File: config.mk
export PLATFORM = sky130hd
export DESIGN_NAME = animation_ladder_ctl_flat
export DESIGN_NICKNAME = d
export VERILOG_FILES = /design/src/rtl/animation_ladder_ctl_pkg.sv /design/src/rtl/animation_ladder_ctl_if.sv /design/src/rtl/animation_ladder_ctl_frame_tick_gen.sv /design/src/rtl/animation_ladder_ctl.sv /design/src/flat_wrapper.sv
export SDC_FILE = /design/constraint.sdc
export NUM_CORES = 1
export LEC_CHECK = 0
export ABC_CLOCK_PERIOD_IN_PS = 2300
export CAP_MARGIN = 20
export CORE_MARGIN = 5
export CORE_UTILIZATION = 49
export CTS_CLUSTER_SIZE = 24
export DETAILED_ROUTE_END_ITERATION = 8
export GPL_TIMING_DRIVEN = 1
export HOLD_SLACK_MARGIN = 0.02
export PLACE_DENSITY = 0.8
export SLEW_MARGIN = 10
export SYNTH_ARGS = -nofsm -noshare
export SYNTH_HDL_FRONTEND = slang
export SYNTH_SLANG_ARGS = --single-unit
export TNS_END_PERCENT = 100
File: constraint.sdc
create_clock -name clk -period 2.3 [get_ports clk]
set_input_delay 0.46 -clock clk [delete_from_list [all_inputs] [get_ports clk]]
set_output_delay 0.46 -clock clk [all_outputs]
set_load 0.01 [all_outputs]
File: src/rtl/animation_ladder_ctl_pkg.sv
// animation_pkg: shared state encoding and default timing for the ladder reveal
package animation_pkg;
    typedef enum logic [1:0] {IDLE, DELAY, RUN, DONE} anim_state_t;
    localparam int unsigned START_COUNT_DEF        = 15;
    localparam int unsigned START_DELAY_FRAMES_DEF = 30;
    localparam int unsigned FRAMES_PER_STEP_DEF    = 8;
    localparam int          FRAME_CNT_W            = 8;
endpackage

File: src/rtl/animation_ladder_ctl_if.sv
// animation_ladder_ctl_if: game-control handshake and renderer outputs of the ladder reveal
interface animation_ladder_ctl_if;
    logic       game_en;
    logic       vblnk;
    logic       skip;
    logic       animation;
    logic [3:0] counter;
    logic       done;
    modport master (output game_en, vblnk, skip, input animation, counter, done);
    modport slave  (input game_en, vblnk, skip, output animation, counter, done);
endinterface

File: src/rtl/animation_ladder_ctl_frame_tick_gen.sv
// frame_tick_gen: one-cycle frame tick on each rising edge of vblnk
module frame_tick_gen (
    input  logic clk,
    input  logic rst_n,
    input  logic vblnk,
    output logic tick
);
    logic vblnk_dly_q, vblnk_dly_d;

    always_comb vblnk_dly_d = vblnk;

    always_ff @(posedge clk or negedge rst_n) begin
        if (!rst_n) vblnk_dly_q <= 1'b0;
        else        vblnk_dly_q <= vblnk_dly_d;
    end

    assign tick = vblnk & ~vblnk_dly_q;
endmodule

File: src/rtl/animation_ladder_ctl.sv
// animation_ladder_ctl: sequences the startup ladder reveal from frame ticks
module animation_ladder_ctl
    import animation_pkg::*;
#(
    parameter int unsigned START_COUNT        = START_COUNT_DEF,
    parameter int unsigned START_DELAY_FRAMES = START_DELAY_FRAMES_DEF,
    parameter int unsigned FRAMES_PER_STEP    = FRAMES_PER_STEP_DEF
) (
    input logic                   clk,
    input logic                   rst_n,
    animation_ladder_ctl_if.slave bus
);
    localparam logic [3:0]             START_CNT  = 4'(START_COUNT);
    localparam logic [FRAME_CNT_W-1:0] DELAY_LAST = FRAME_CNT_W'(START_DELAY_FRAMES - 1);
    localparam logic [FRAME_CNT_W-1:0] STEP_LAST  = FRAME_CNT_W'(FRAMES_PER_STEP - 1);

    anim_state_t            state_q, state_d;
    logic [FRAME_CNT_W-1:0] frame_cnt_q, frame_cnt_d;
    logic [3:0]             counter_q, counter_d;
    logic                   animation_q, animation_d;
    logic                   done_q, done_d;
    logic                   tick, active, last, step;

    frame_tick_gen u_tick (.clk(clk), .rst_n(rst_n), .vblnk(bus.vblnk), .tick(tick));

    always_comb begin
        active = state_q == DELAY || state_q == RUN;
        last   = frame_cnt_q == (state_q == DELAY ? DELAY_LAST : STEP_LAST);
        step   = state_q == RUN && tick && last && counter_q != 4'd0;
        state_d = state_q;
        if (!bus.game_en)                    state_d = IDLE;
        else if (active && bus.skip)         state_d = DONE;
        else if (state_q == IDLE)            state_d = DELAY;
        else if (active && tick && last && !step) state_d = state_q == DELAY ? RUN : DONE;
        // a step or any state change restarts the frame count
        frame_cnt_d = (state_d != state_q || step) ? '0 :
                      (active && tick)             ? frame_cnt_q + 1'b1 : frame_cnt_q;
        counter_d   = state_d == DONE ? 4'd0 :
                      state_d == RUN  ? counter_q - {3'd0, step} : START_CNT;
        animation_d = state_d == DELAY || state_d == RUN;
        done_d      = state_d == DONE && state_q != DONE;
    end

    always_ff @(posedge clk or negedge rst_n) begin
        if (!rst_n) begin
            state_q     <= IDLE;
            frame_cnt_q <= '0;
            counter_q   <= START_CNT;
            animation_q <= 1'b0;
            done_q      <= 1'b0;
        end else begin
            state_q     <= state_d;
            frame_cnt_q <= frame_cnt_d;
            counter_q   <= counter_d;
            animation_q <= animation_d;
            done_q      <= done_d;
        end
    end

    assign bus.animation = animation_q;
    assign bus.counter   = counter_q;
    assign bus.done      = done_q;
endmodule

File: src/flat_wrapper.sv
// flat-port wrapper written by rule: the top's interface ports become plain ports
module animation_ladder_ctl_flat import animation_pkg::*;
#(
    parameter int unsigned START_COUNT        = START_COUNT_DEF,
    parameter int unsigned START_DELAY_FRAMES = START_DELAY_FRAMES_DEF,
    parameter int unsigned FRAMES_PER_STEP    = FRAMES_PER_STEP_DEF
)
  (clk, rst_n, bus_game_en, bus_vblnk, bus_skip, bus_animation, bus_counter, bus_done);
  animation_ladder_ctl_if bus_i ();
  input logic clk;
  input logic rst_n;
  input wire logic [$bits(bus_i.game_en)-1:0] bus_game_en;
  input wire logic [$bits(bus_i.vblnk)-1:0] bus_vblnk;
  input wire logic [$bits(bus_i.skip)-1:0] bus_skip;
  output wire logic [$bits(bus_i.animation)-1:0] bus_animation;
  output wire logic [$bits(bus_i.counter)-1:0] bus_counter;
  output wire logic [$bits(bus_i.done)-1:0] bus_done;
  assign bus_i.game_en = bus_game_en;
  assign bus_i.vblnk = bus_vblnk;
  assign bus_i.skip = bus_skip;
  assign bus_animation = bus_i.animation;
  assign bus_counter = bus_i.counter;
  assign bus_done = bus_i.done;
  animation_ladder_ctl #(.START_COUNT(START_COUNT), .START_DELAY_FRAMES(START_DELAY_FRAMES), .FRAMES_PER_STEP(FRAMES_PER_STEP)) u_core (.clk(clk), .rst_n(rst_n), .bus(bus_i));
endmodule
==> flow_summary.json <==
{
  "outcome": "complete, no violations",
  "drive_gt1_frac": 0.234,
  "cp.required_ns": 2.52,
  "hold_viol_final": 0,
  "antenna_left": 0,
  "synth_edf_count": 0,
  "peakVddDrop_mv": 0.370,
  "tritoncts": "done",
  "ys_types": 33,
  "clk_pin_slew_ns": 0.10,
  "insertion_delay_ns": 0.30,
  "setup_viol": 0,
  "setup-tns-final_ns": 0,
  "worst_slew_pin_slew_ns": 0.344,
  "cts_sinks": 17,
  "fin_crit_sh": 0.961,
  "avgRoutedWirePerCell_um": 16.1,
  "dp.cells": 146,
  "areaGrowthSynthToFinish_pct": 25.9,
  "finalHoldWorstSlack_ns": 0.484,
  "hp-class": "input port to asynchronous set/reset pin",
  "die_w_um": 55.4,
  "portBuffers": 10,
  "max_stage_delay_ns": 0.38,
  "num_rows": 16,
  "cp-end-kind": "flip-flop",
  "synth_area_leaders": "dfrtp_1 (32%), ha_1 (11%), dfstp_2 (10%)",
  "track_usage": 0.161,
  "grt_max_degree": 18,
  "initial_core_util": 0.515,
  "r2r_start": "u_core.state_q[1]",
  "drcViolationCount": 0,
  "cts_max_level": 1,
  "path_cells": "inv_1 > ha_1 > and3b_1 > o21ai_0 > or2_4 > o311a_1 > ha_2 > a21oi_1",
  "grt_pass1_wl_um": 3890,
  "crit_arrival_ns": 2.43,
  "diodes": 0,
  "avgSynthCellArea_sq_um": 10.2,
  "drv_cap": 0,
  "clk_path_buf_depth": 2,
  "root_buffer": "clkbuf_4",
  "cp_top_family": "compound AO/OA/AOI/OAI gates",
  "vias": 871,
  "crit_type": "flip-flop to flip-flop",
  "drt_pre_antenna_iters": 4,
  "drv_slew": 0,
  "skew_ns": 0.00107,
  "syn_nets": 113,
  "async_flop_share": 1.00,
  "slew_headroom": 0.768,
  "yosys-top-cells-count": "dfrtp_1 (13), ha_1 (9), nor4_1 (9), nand2_1 (7)",
  "p_leak_nw": 0.558,
  "path_max_fanout": 5,
  "cp-startpoint": "u_core.state_q[1]",
  "overflow": 0,
  "synth_top_cell_area_share": 0.322,
  "dpl.hpwl_um": 1730,
  "yosys.cell_count.top_type": "dfrtp_1",
  "powerDensity_nw_per_um2": 502,
  "fin_cells": 151,
  "hold_buffers": 0,
  "synth_warnings": 0,
  "place_congestion": 0.928,
  "core_sq_um": 1960,
  "die_y_um": 55.4,
  "drt_wl_total_um": 2430,
  "period_needed_ns": 2.21,
  "cts_made_buffers": 3,
  "ys_seq_area_frac": 0.426,
  "grt_antenna_before_repair": 0,
  "startpoint_type": "flip-flop",
  "synth-main-ff-cell": "dfrtp_1",
  "synthCells": 99,
  "syn_area_sq_um": 1010,
  "grt_pass1_vias": 866,
  "ioPinCount": 11,
  "slowest_stage": "dfrtp_1",
  "layout.nets": 139,
  "drtIter0Drc": 19,
  "fmax_mhz": 452,
  "die_area_sq_um": 3070,
  "critical_path_buf_inv_count": 1,
  "synth-seq-cells": 17,
  "yosysTopAreaCell": "dfrtp_1",
  "routed_via_density": 5.77,
  "rsz0062_at_grt": "no",
  "total_power_w": 0.000638
}
## metal layers
layer	share of wire	global-route usage
met1	0.42	0.192
met2	0.50	0.262
met3	0.034	0.0210
met4	0.044	0.118
met5	0	0
## kinds of logic (layout without fill, tap and decap cells)
logic type      count (synthesis)  in the layout  synth area share
compound gates                 14             14            0.0991
mux                             1              1           0.00991
fa+ha+maj                       9              9             0.112
xor+xnor                        9              9            0.0781
buf+inv                         6             31            0.0223
simple gates                   43             43             0.253
flops                          17             17             0.426
## flip-flops by register name (all words and copies together), names as in the netlist
register and flops:
u_core.frame_cnt_q 8, u_core.bus.counter 4, u_core.state_q 2, u_core.bus.animation 1
u_core.bus.done 1, u_core.u_tick.vblnk_dly_q 1
## final cells by class
cell class / instances / area (sq um)
fillers: 187 / 691
multi-input cells: 76 / 572
flip-flops and latches: 17 / 430
repair buffers: 22 / 190
well taps: 27 / 33.8
clock buffers: 4 / 26.3
inverters: 5 / 18.8
## cells in the final DEF (no fill, tap or decap), types with 2 or more instances in the layout
cell and n:
dfrtp_1 13, buf_4 12, clkdlybuf4s50_1 10, nor4_1 9
nand2_1 7, ha_1 7, inv_1 5, xnor2_1 5
nor3_1 4, xor2_1 4, nand3_1 4, dfstp_2 4
nor2_1 3, a31oi_1 3, a21oi_1 3, nand4_1 3
clkbuf_4 3, nand3b_1 2, nand2b_1 2, ha_2 2
## stage by stage
step	worst slack [ns]	util	cell area, sq um
after floorplan	0.0169	-	1010
after global placement	-0.00760	0.623	1220
after detailed placement	-0.0924	0.623	1220
after CTS	0.0257	0.636	1250
after global routing	0.00938	0.648	1270
final	0.0892	0.648	1270
## repair_timing
item | in CTS | in global routing
endpoints found under the setup margin | 0 | 6
setup buffers | 0 | 1
resized for setup | 0 | 6
## report_power, final
group	switching, W	total [W]	internal (W)	leakage (nW)
Clock	0.0000968	0.000164	0.0000676	0.0150
Sequential	0.0000113	0.000326	0.000315	0.217
Combinational	0.0000806	0.000148	0.0000672	0.326
## worst paths after layout
| check | slack, ns | end | cells past startpoint |
|---|---|---|---|
| worst max-delay path | 0.09 | u_core.bus.counter[3] | 8 |
| worst min-delay path | 0.48 | u_core.bus.animation | 2 |
| worst max register to register | 0.09 | u_core.bus.counter[3] | 8 |
| worst min register to register | 0.58 | u_core.frame_cnt_q[7] | 2 |
| max in group asynchronous | 1.56 | u_core.bus.counter[0] | 2 |
| min in group clk | 0.58 | u_core.frame_cnt_q[7] | 2 |
(Power assumes the default switching activity.)
